`src/rtl/machine_seq_ctrl.sv`:
```
// machine_seq_ctrl
//   Job sequencer for the 3-bit JK sequence-detector machine. On an accepted
//   start it latches a pattern word, holds the machine in job-clear for one
//   cycle, streams the pattern MSB-first into the machine's x input, counts
//   cycles where F is high, captures the final machine state and pulses done.
//
// Ports
//   CLK         rising-edge clock
//   RESET       asynchronous active-low reset
//   start       job request, only honoured in IDLE
//   abort       cancels a job in CLEAR, SHIFT or DRAIN
//   data_in     pattern word, latched on an accepted start
//   len         number of bits to shift, clamped to WIDTH on acceptance
//   F_in        machine F output
//   S_in        machine state S[2:0]
//   x_out       serial bit to the machine x input
//   m_clr_n     active-low machine job-clear (low for the CLEAR cycle only)
//   busy        job in progress (CLEAR, SHIFT, DRAIN)
//   done        one-cycle completion pulse
//   hit_count   saturating count of F_in-high cycles in the last job
//   last_state  S_in captured on the DRAIN exit edge

module machine_seq_ctrl #(
  parameter int WIDTH = 8,
  parameter int LEN_W = 4,
  parameter int CNT_W = 4
) (
  input  logic             CLK,
  input  logic             RESET,
  input  logic             start,
  input  logic             abort,
  input  logic [WIDTH-1:0] data_in,
  input  logic [LEN_W-1:0] len,
  input  logic             F_in,
  input  logic [2:0]       S_in,
  output logic             x_out,
  output logic             m_clr_n,
  output logic             busy,
  output logic             done,
  output logic [CNT_W-1:0] hit_count,
  output logic [2:0]       last_state
);

  typedef enum logic [2:0] {
    IDLE  = 3'd0,
    CLEAR = 3'd1,
    SHIFT = 3'd2,
    DRAIN = 3'd3,
    DONE  = 3'd4
  } state_t;

  localparam logic [LEN_W-1:0] WIDTH_L = LEN_W'(WIDTH);

  state_t           state_q, state_d;
  logic [WIDTH-1:0] shreg_q, shreg_d;
  logic [LEN_W-1:0] cnt_q, cnt_d;
  logic [CNT_W-1:0] hit_q, hit_d;
  logic [2:0]       last_q, last_d;
  logic             busy_q, busy_d;
  logic             done_q, done_d;
  logic             m_clr_n_q, m_clr_n_d;

  logic [LEN_W-1:0] len_clamped;
  logic [CNT_W-1:0] hit_inc;

  assign len_clamped = (len > WIDTH_L) ? WIDTH_L : len;

  // Saturating increment: stick at all-ones rather than wrapping.
  assign hit_inc = (hit_q == {CNT_W{1'b1}}) ? hit_q : hit_q + CNT_W'(1);

  // Next-state and datapath. busy/done/m_clr_n are decoded from the next
  // state so they come straight out of flops, aligned with state_q.
  always_comb begin
    state_d = state_q;
    shreg_d = shreg_q;
    cnt_d   = cnt_q;
    hit_d   = hit_q;
    last_d  = last_q;

    unique case (state_q)
      IDLE: begin
        if (start) begin
          shreg_d = data_in;
          cnt_d   = len_clamped;
          hit_d   = '0;
          state_d = CLEAR;
        end
      end
      CLEAR: begin
        if (abort)              state_d = IDLE;
        else if (cnt_q != '0)   state_d = SHIFT;
        else                    state_d = DRAIN;
      end
      SHIFT: begin
        if (F_in) hit_d = hit_inc;
        shreg_d = {shreg_q[WIDTH-2:0], 1'b0};
        cnt_d   = cnt_q - LEN_W'(1);
        if (abort)                   state_d = IDLE;
        else if (cnt_q == LEN_W'(1)) state_d = DRAIN;
      end
      DRAIN: begin
        // The final bit's effect on F is visible during this cycle.
        if (F_in) hit_d = hit_inc;
        if (abort) begin
          state_d = IDLE;
        end else begin
          last_d  = S_in;
          state_d = DONE;
        end
      end
      DONE:    state_d = IDLE;
      default: state_d = IDLE;
    endcase

    busy_d    = (state_d == CLEAR) || (state_d == SHIFT) || (state_d == DRAIN);
    done_d    = (state_d == DONE);
    m_clr_n_d = (state_d != CLEAR);
  end

  always_ff @(posedge CLK or negedge RESET) begin
    if (!RESET) begin
      state_q   <= IDLE;
      shreg_q   <= '0;
      cnt_q     <= '0;
      hit_q     <= '0;
      last_q    <= '0;
      busy_q    <= 1'b0;
      done_q    <= 1'b0;
      m_clr_n_q <= 1'b1;
    end else begin
      state_q   <= state_d;
      shreg_q   <= shreg_d;
      cnt_q     <= cnt_d;
      hit_q     <= hit_d;
      last_q    <= last_d;
      busy_q    <= busy_d;
      done_q    <= done_d;
      m_clr_n_q <= m_clr_n_d;
    end
  end

  // x_out is taken directly from the shift register MSB so each bit is
  // presented for exactly the one SHIFT cycle it belongs to.
  assign x_out      = (state_q == SHIFT) && shreg_q[WIDTH-1];
  assign m_clr_n    = m_clr_n_q;
  assign busy       = busy_q;
  assign done       = done_q;
  assign hit_count  = hit_q;
  assign last_state = last_q;

endmodule
```
`config.mk`:
```
export PLATFORM = sky130hd
export DESIGN_NAME = machine_seq_ctrl
export DESIGN_NICKNAME = d
export VERILOG_FILES = /design/src/rtl/machine_seq_ctrl.sv
export SDC_FILE = /design/constraint.sdc
export NUM_CORES = 1
export LEC_CHECK = 0
export CORE_MARGIN = 5
export CORE_UTILIZATION = 50
export CTS_CLUSTER_DIAMETER = 80
export DETAILED_ROUTE_END_ITERATION = 10
export GPL_TIMING_DRIVEN = 1
export PLACE_DENSITY = 0.8
export REMOVE_ABC_BUFFERS = 1
export SLEW_MARGIN = 20
export SYNTH_ARGS = -nofsm -noshare
export SYNTH_HDL_FRONTEND = slang
export SYNTH_SLANG_ARGS = --single-unit
```
`constraint.sdc`:
```
create_clock -name CLK -period 5 [get_ports CLK]
set_clock_uncertainty 0.15 [all_clocks]
set_input_delay 0.75 -clock CLK [delete_from_list [all_inputs] [get_ports CLK]]
set_output_delay 0.75 -clock CLK [all_outputs]
set_load 0.005 [all_outputs]
```
# After elaboration in Yosys (flattened, before gate mapping)

Index checks and enable logic that the tools add are counted.

Bits in writable memories: 0
Bits in registers: 25
Input bits: 20
Latch bits: 0
Memories: 0
Output and inout bits: 11
Bits in read-only memories: 0

Reduce and logical (&&, ||, !) cells: 11
$lt $le $gt $ge: 1
Multipliers: 0
Add/sub/neg operators: 2
Equal/unequal tests: 13
Shift operators: 0
Mux-type cells: 16
Div/mod/pow operators: 0
Bitwise logic cells: 1

Operator list:

| kind                  | number |
|---|---|
| $mux W4               | 5 |
| $pmux W4 S2           | 2 |
| $pmux W8 S2           | 1 |
| $eq A3 B2 Y1 const B  | 4 |
| $mux W3               | 4 |
| $pmux W3 S4           | 1 |
| $mux W8               | 1 |
| $eq A3 B1 Y1 const B  | 2 |
| $add A4 B1 Y4 const B | 1 |
| $eq A4 B1 Y1 const B  | 1 |
| $eq A4 B4 Y1 const B  | 1 |
| $gt A4 B4 Y1 const B  | 1 |
| $ne A2 B2 Y1 const B  | 2 |
| $reduce_and A2 Y1     | 2 |
| $reduce_and A4 Y1     | 1 |
| $reduce_bool A2 Y1    | 2 |
| $reduce_bool A4 Y1    | 1 |
| $sub A4 B1 Y4 const B | 1 |
| $eq A3 B3 Y1 const B  | 1 |
| $logic_not A3 Y1      | 1 |
| $ne A3 B1 Y1 const B  | 1 |
| $logic_or A1 B1 Y1    | 2 |
| $mux W2               | 1 |
| $ne A2 B1 Y1 const B  | 1 |
| other kinds (4)       | 4 |

# Logic depth before layout (Yosys ltp)

Depth after elaboration: 7
Gate-level depth with buffers: 5
Gate-level depth less buffers: 5

# Worst setup path before layout

OpenSTA, ideal clock, no wires.

Path type: register to output
Start point: register state_q[1]
End point: output port x_out
Data arrival time: 1.070 ns
Buffers on the path: 1
Path slack: 3.030 ns
Cell stages (with the launch flop): 4
Cells stage by stage: dfrtp_1 -> buf_2 -> nor3b_2 -> and2_1

Word-level cells in the longest chain between the ends: 2

Ends and longest elaborated chain:

| item                   | line | source |
|---|---|---|
| from (decl)            | 54   | `state_t state_q, state_d;` |
| from (signal assigned) | 131  | `state_q <= state_d;` |
| $eq A3 B2 Y1           | 144  | `assign x_out = (state_q == SHIFT) && shreg_q[WIDTH-1];` |
| $logic_and A1 B1 Y1    | 144  |  |
| to (decl)              | 36   | `output logic x_out,` |

Every way passes these cells.

# Worst setup path in the final report

Same ends and word-level chain as after synthesis.

==> impl_metrics.sql <==
INSERT INTO impl_metrics (metric_group, metric, value, unit) VALUES
('floorplan', 'placeable_core_region', '2480', 'um^2'),
('finish', 'n_antenna_cell', '0', ''),
('logic_synthesis', 'asyncSetResetFlopFracSynth', '1.00', ''),
('critical_path', 'worstPathCellList', 'nor3b_2 > and2_1 > clkdlybuf4s50_1', ''),
('run_status', 'run_status', 'completed', ''),
('logic_synthesis', 'synth_edf_count', '0', ''),
('critical_path', 'reg2reg_slack', '3.09', 'ns'),
('placement', 'port-buffer-count', '30', ''),
('critical_path', 'critPathMaxStageDelay', '0.71', 'ns'),
('pwr', 'switching_share', '0.362', ''),
('logic_synthesis', 'syn_area', '1290', 'um^2'),
('critical_path', 'crit_path_end', 'x_out', ''),
('global_route', 'grt_overflow', '0', ''),
('global_route', 'global_route_wire_length_before_repair', '4450', 'um'),
('finish', 'nNetsFinal', '179', ''),
('cts', 'cts_sinks', '25', ''),
('route', 'first_pass_iters', '4', ''),
('critical_path', 'worstPathMaxFanout', '19', ''),
('pwr', 'sequential_power_share', '0.475', ''),
('sta', 'max-slew-margin-rel', '0.595', ''),
('logic_synthesis', 'syn_area_per_cell', '10.3', 'um^2'),
('logic_synthesis', 'post_synth_top_area_share', '0.464', ''),
('logic_synthesis', 'post_synthesis_xor_xnor_area_fraction', '0', ''),
('cts', 'max-clock-path-buffers', '2', ''),
('logic_synthesis', 'synthMuxAreaShare', '0.0571', ''),
('cts', 'htree_levels', '1', ''),
('flow_run', 'max_cap_violations', '0', ''),
('sta', 'tns', '0', 'ns'),
('placement', 'routabilityCongestion', '0.752', ''),
('logic_synthesis', 'yosys_warning_total', '0', ''),
('critical_path', 'endpoint_kind', 'output port', ''),
('critical_path', 'worst_ep_arrival_time', '2.35', 'ns'),
('critical_path', 'timing.critical_path.depth', '3', ''),
('route', 'drt_iter0_drc', '48', ''),
('floorplan', 'dieArea', '3700', 'um^2'),
('sta', 'clock.fmax', '308', 'MHz'),
('pwr', 'p_switching', '272', 'uW'),
('logic_synthesis', 'synthFlopType', 'dfrtp_1', ''),
('finish', 'filler_cell_count', '210', ''),
('critical_path', 'critical_path.reg2reg.startpoint', 'state_q[1]$_DFF_PN0_', ''),
('critical_path', 'critical_path_start_type', 'flop', ''),
('pwr', 'irDropWorstVdd', '0.000342', 'V'),
('sta', 'timing.final.crit_period', '3.25', 'ns'),
('floorplan', 'die-width', '60.9', 'um'),
('route', 'dr_total_vias', '1047', ''),
('cts', 'post_cts.resized_instances', '0', ''),
('floorplan', 'ios', '31', ''),
('critical_path', 'timing.critical_path.from', 'state_q[1]$_DFF_PN0_', ''),
('finish', 'synthesis_to_layout_area_growth', '25.0', '%'),
('min_path', 'hp-class', 'in -> async', ''),
('pwr', 'pwr-share-comb', '0.401', ''),
('route', 'routed_wl', '2710', 'um'),
('logic_synthesis', 'synthesis.instances', '126', ''),
('critical_path', 'worst-endpoint-required', '4.10', 'ns'),
('sta', 'final_min_period_over_clock_period', '0.650', ''),
('logic_synthesis', 'yosys_register_bits', '25', ''),
('floorplan', 'std_cell_rows', '18', ''),
('logic_synthesis', 'synth-adder-area-share', '0.0387', ''),
('critical_path', 'cell_family_contributing_the_most_delay_on_the_critical_path', 'simple AND/OR/NAND/NOR gates', ''),
('logic_synthesis', 'synth.cells.most_frequent', 'dfrtp_1, nand2_1, nor2b_1, o21ai_0', ''),
('placement', 'dpl.hpwl', '2000', 'um'),
('cts', 'tritoncts_clock_tree', 'done', ''),
('floorplan', 'die_y', '60.9', 'um'),
('cts', 'cts.hold.buffers_added', '0', ''),
('placement', 'dpl_cell_area', '1590', 'um^2'),
('critical_path', 'r2r_cells', '3', ''),
('route', 'ant_nets', '0', ''),
('critical_path', 'path_buf_inv', '1', ''),
('sta', 'timing.final.hold_violations', '0', ''),
('route', 'drcViolationCount', '0', ''),
('route', 'routed_wire_length_per_instance', '14.7', 'um');
## flip-flops by register name (all words and copies together) (netlist names)
| name | count |
|---|---|
| shreg_q | 8 |
| cnt_q | 4 |
| hit_count | 4 |
| last_state | 3 |
| state_q | 3 |
| busy | 1 |
| done | 1 |
| m_clr_n | 1 |
## power groups by stage
stage          combinational [mW]  sequential, mW  clock [mW]
3_5_place_dp                0.304           0.362           0
6_report                    0.302           0.358      0.0934
3_3_place_gp                0.295           0.356           0
4_1_cts                     0.305           0.357      0.0980
5_1_grt                     0.336           0.369       0.106
2_1_floorplan               0.187           0.346           0
## layout by cell type, fill, tap and decap left out, types with 4 or more instances in the layout
| master | Yosys | layout |
|---|---|---|
| o21ai_0 | 9 | 9 |
| ha_1 | 4 | 4 |
| a31oi_1 | 8 | 8 |
| nor2_1 | 6 | 6 |
| a22oi_1 | 8 | 8 |
| mux2i_1 | 4 | 4 |
| nand3_1 | 7 | 7 |
| dfrtp_1 | 24 | 24 |
| nor2b_1 | 9 | 9 |
| nand2_1 | 10 | 10 |
| clkdlybuf4s50_1 | 0 | 29 |
| inv_1 | 4 | 4 |
## per-stage QoR
stage | worst slack, ns | total power, mW | hold slack [ns] | util | instances
final | 1.75 | 0.752 | 0.232 | 0.653 | 184
after global routing | 1.63 | 0.812 | 0.244 | 0.653 | 184
after CTS | 1.75 | 0.760 | 0.379 | 0.655 | 184
after detailed placement | 2.16 | 0.666 | 0.348 | 0.643 | 180
after global placement | 2.19 | 0.651 | 0.337 | 0.643 | 180
after floorplan | 2.89 | 0.533 | 0.304 | - | 120
## cells by family (layout without fill, tap and decap cells)
logic type,after synthesis,in the layout
AO/OA/AOI/OAI,30,30
multiplexers,7,7
adder cells (fa/ha/maj),4,4
flip-flops,25,25
AND/OR/NAND/NOR,49,49
buffers and inverters,11,39
## final cells by class
type / count / area, um^2 / area share
flip-flops and latches: 25 / 627 / 0.387
clock inverters: 1 / 7.51 / 0.00464
repair buffers: 30 / 295 / 0.183
inverters: 5 / 18.8 / 0.0116
multi-input cells: 90 / 609 / 0.377
clock buffers: 3 / 22.5 / 0.0139
well taps: 30 / 37.5 / 0.0232
## worst min-delay path by stage
stage	depth (start not counted)	slack, ns	to
detailed placement	1	0.35	last_state[1]$_DFFE_PN0P_
global placement	2	0.34	shreg_q[0]$_DFFE_PN0P_
floorplan	0	0.30	busy$_DFF_PN0_
CTS	2	0.38	shreg_q[0]$_DFFE_PN0P_
finish	1	0.23	hit_count[2]$_DFFE_PN0P_
global route	1	0.24	hit_count[2]$_DFFE_PN0P_
## routing by layer
metal	wire, um	vias up	part of all wire	GRT usage
met5	0	-	0	0
met4	87	0	0.032	0.0867
met3	133	9	0.049	0.0255
met2	1320	24	0.49	0.267
met1	1170	503	0.43	0.205
li1	-	511	-	-
No activity file was read; power rests on OpenSTA's default activity.
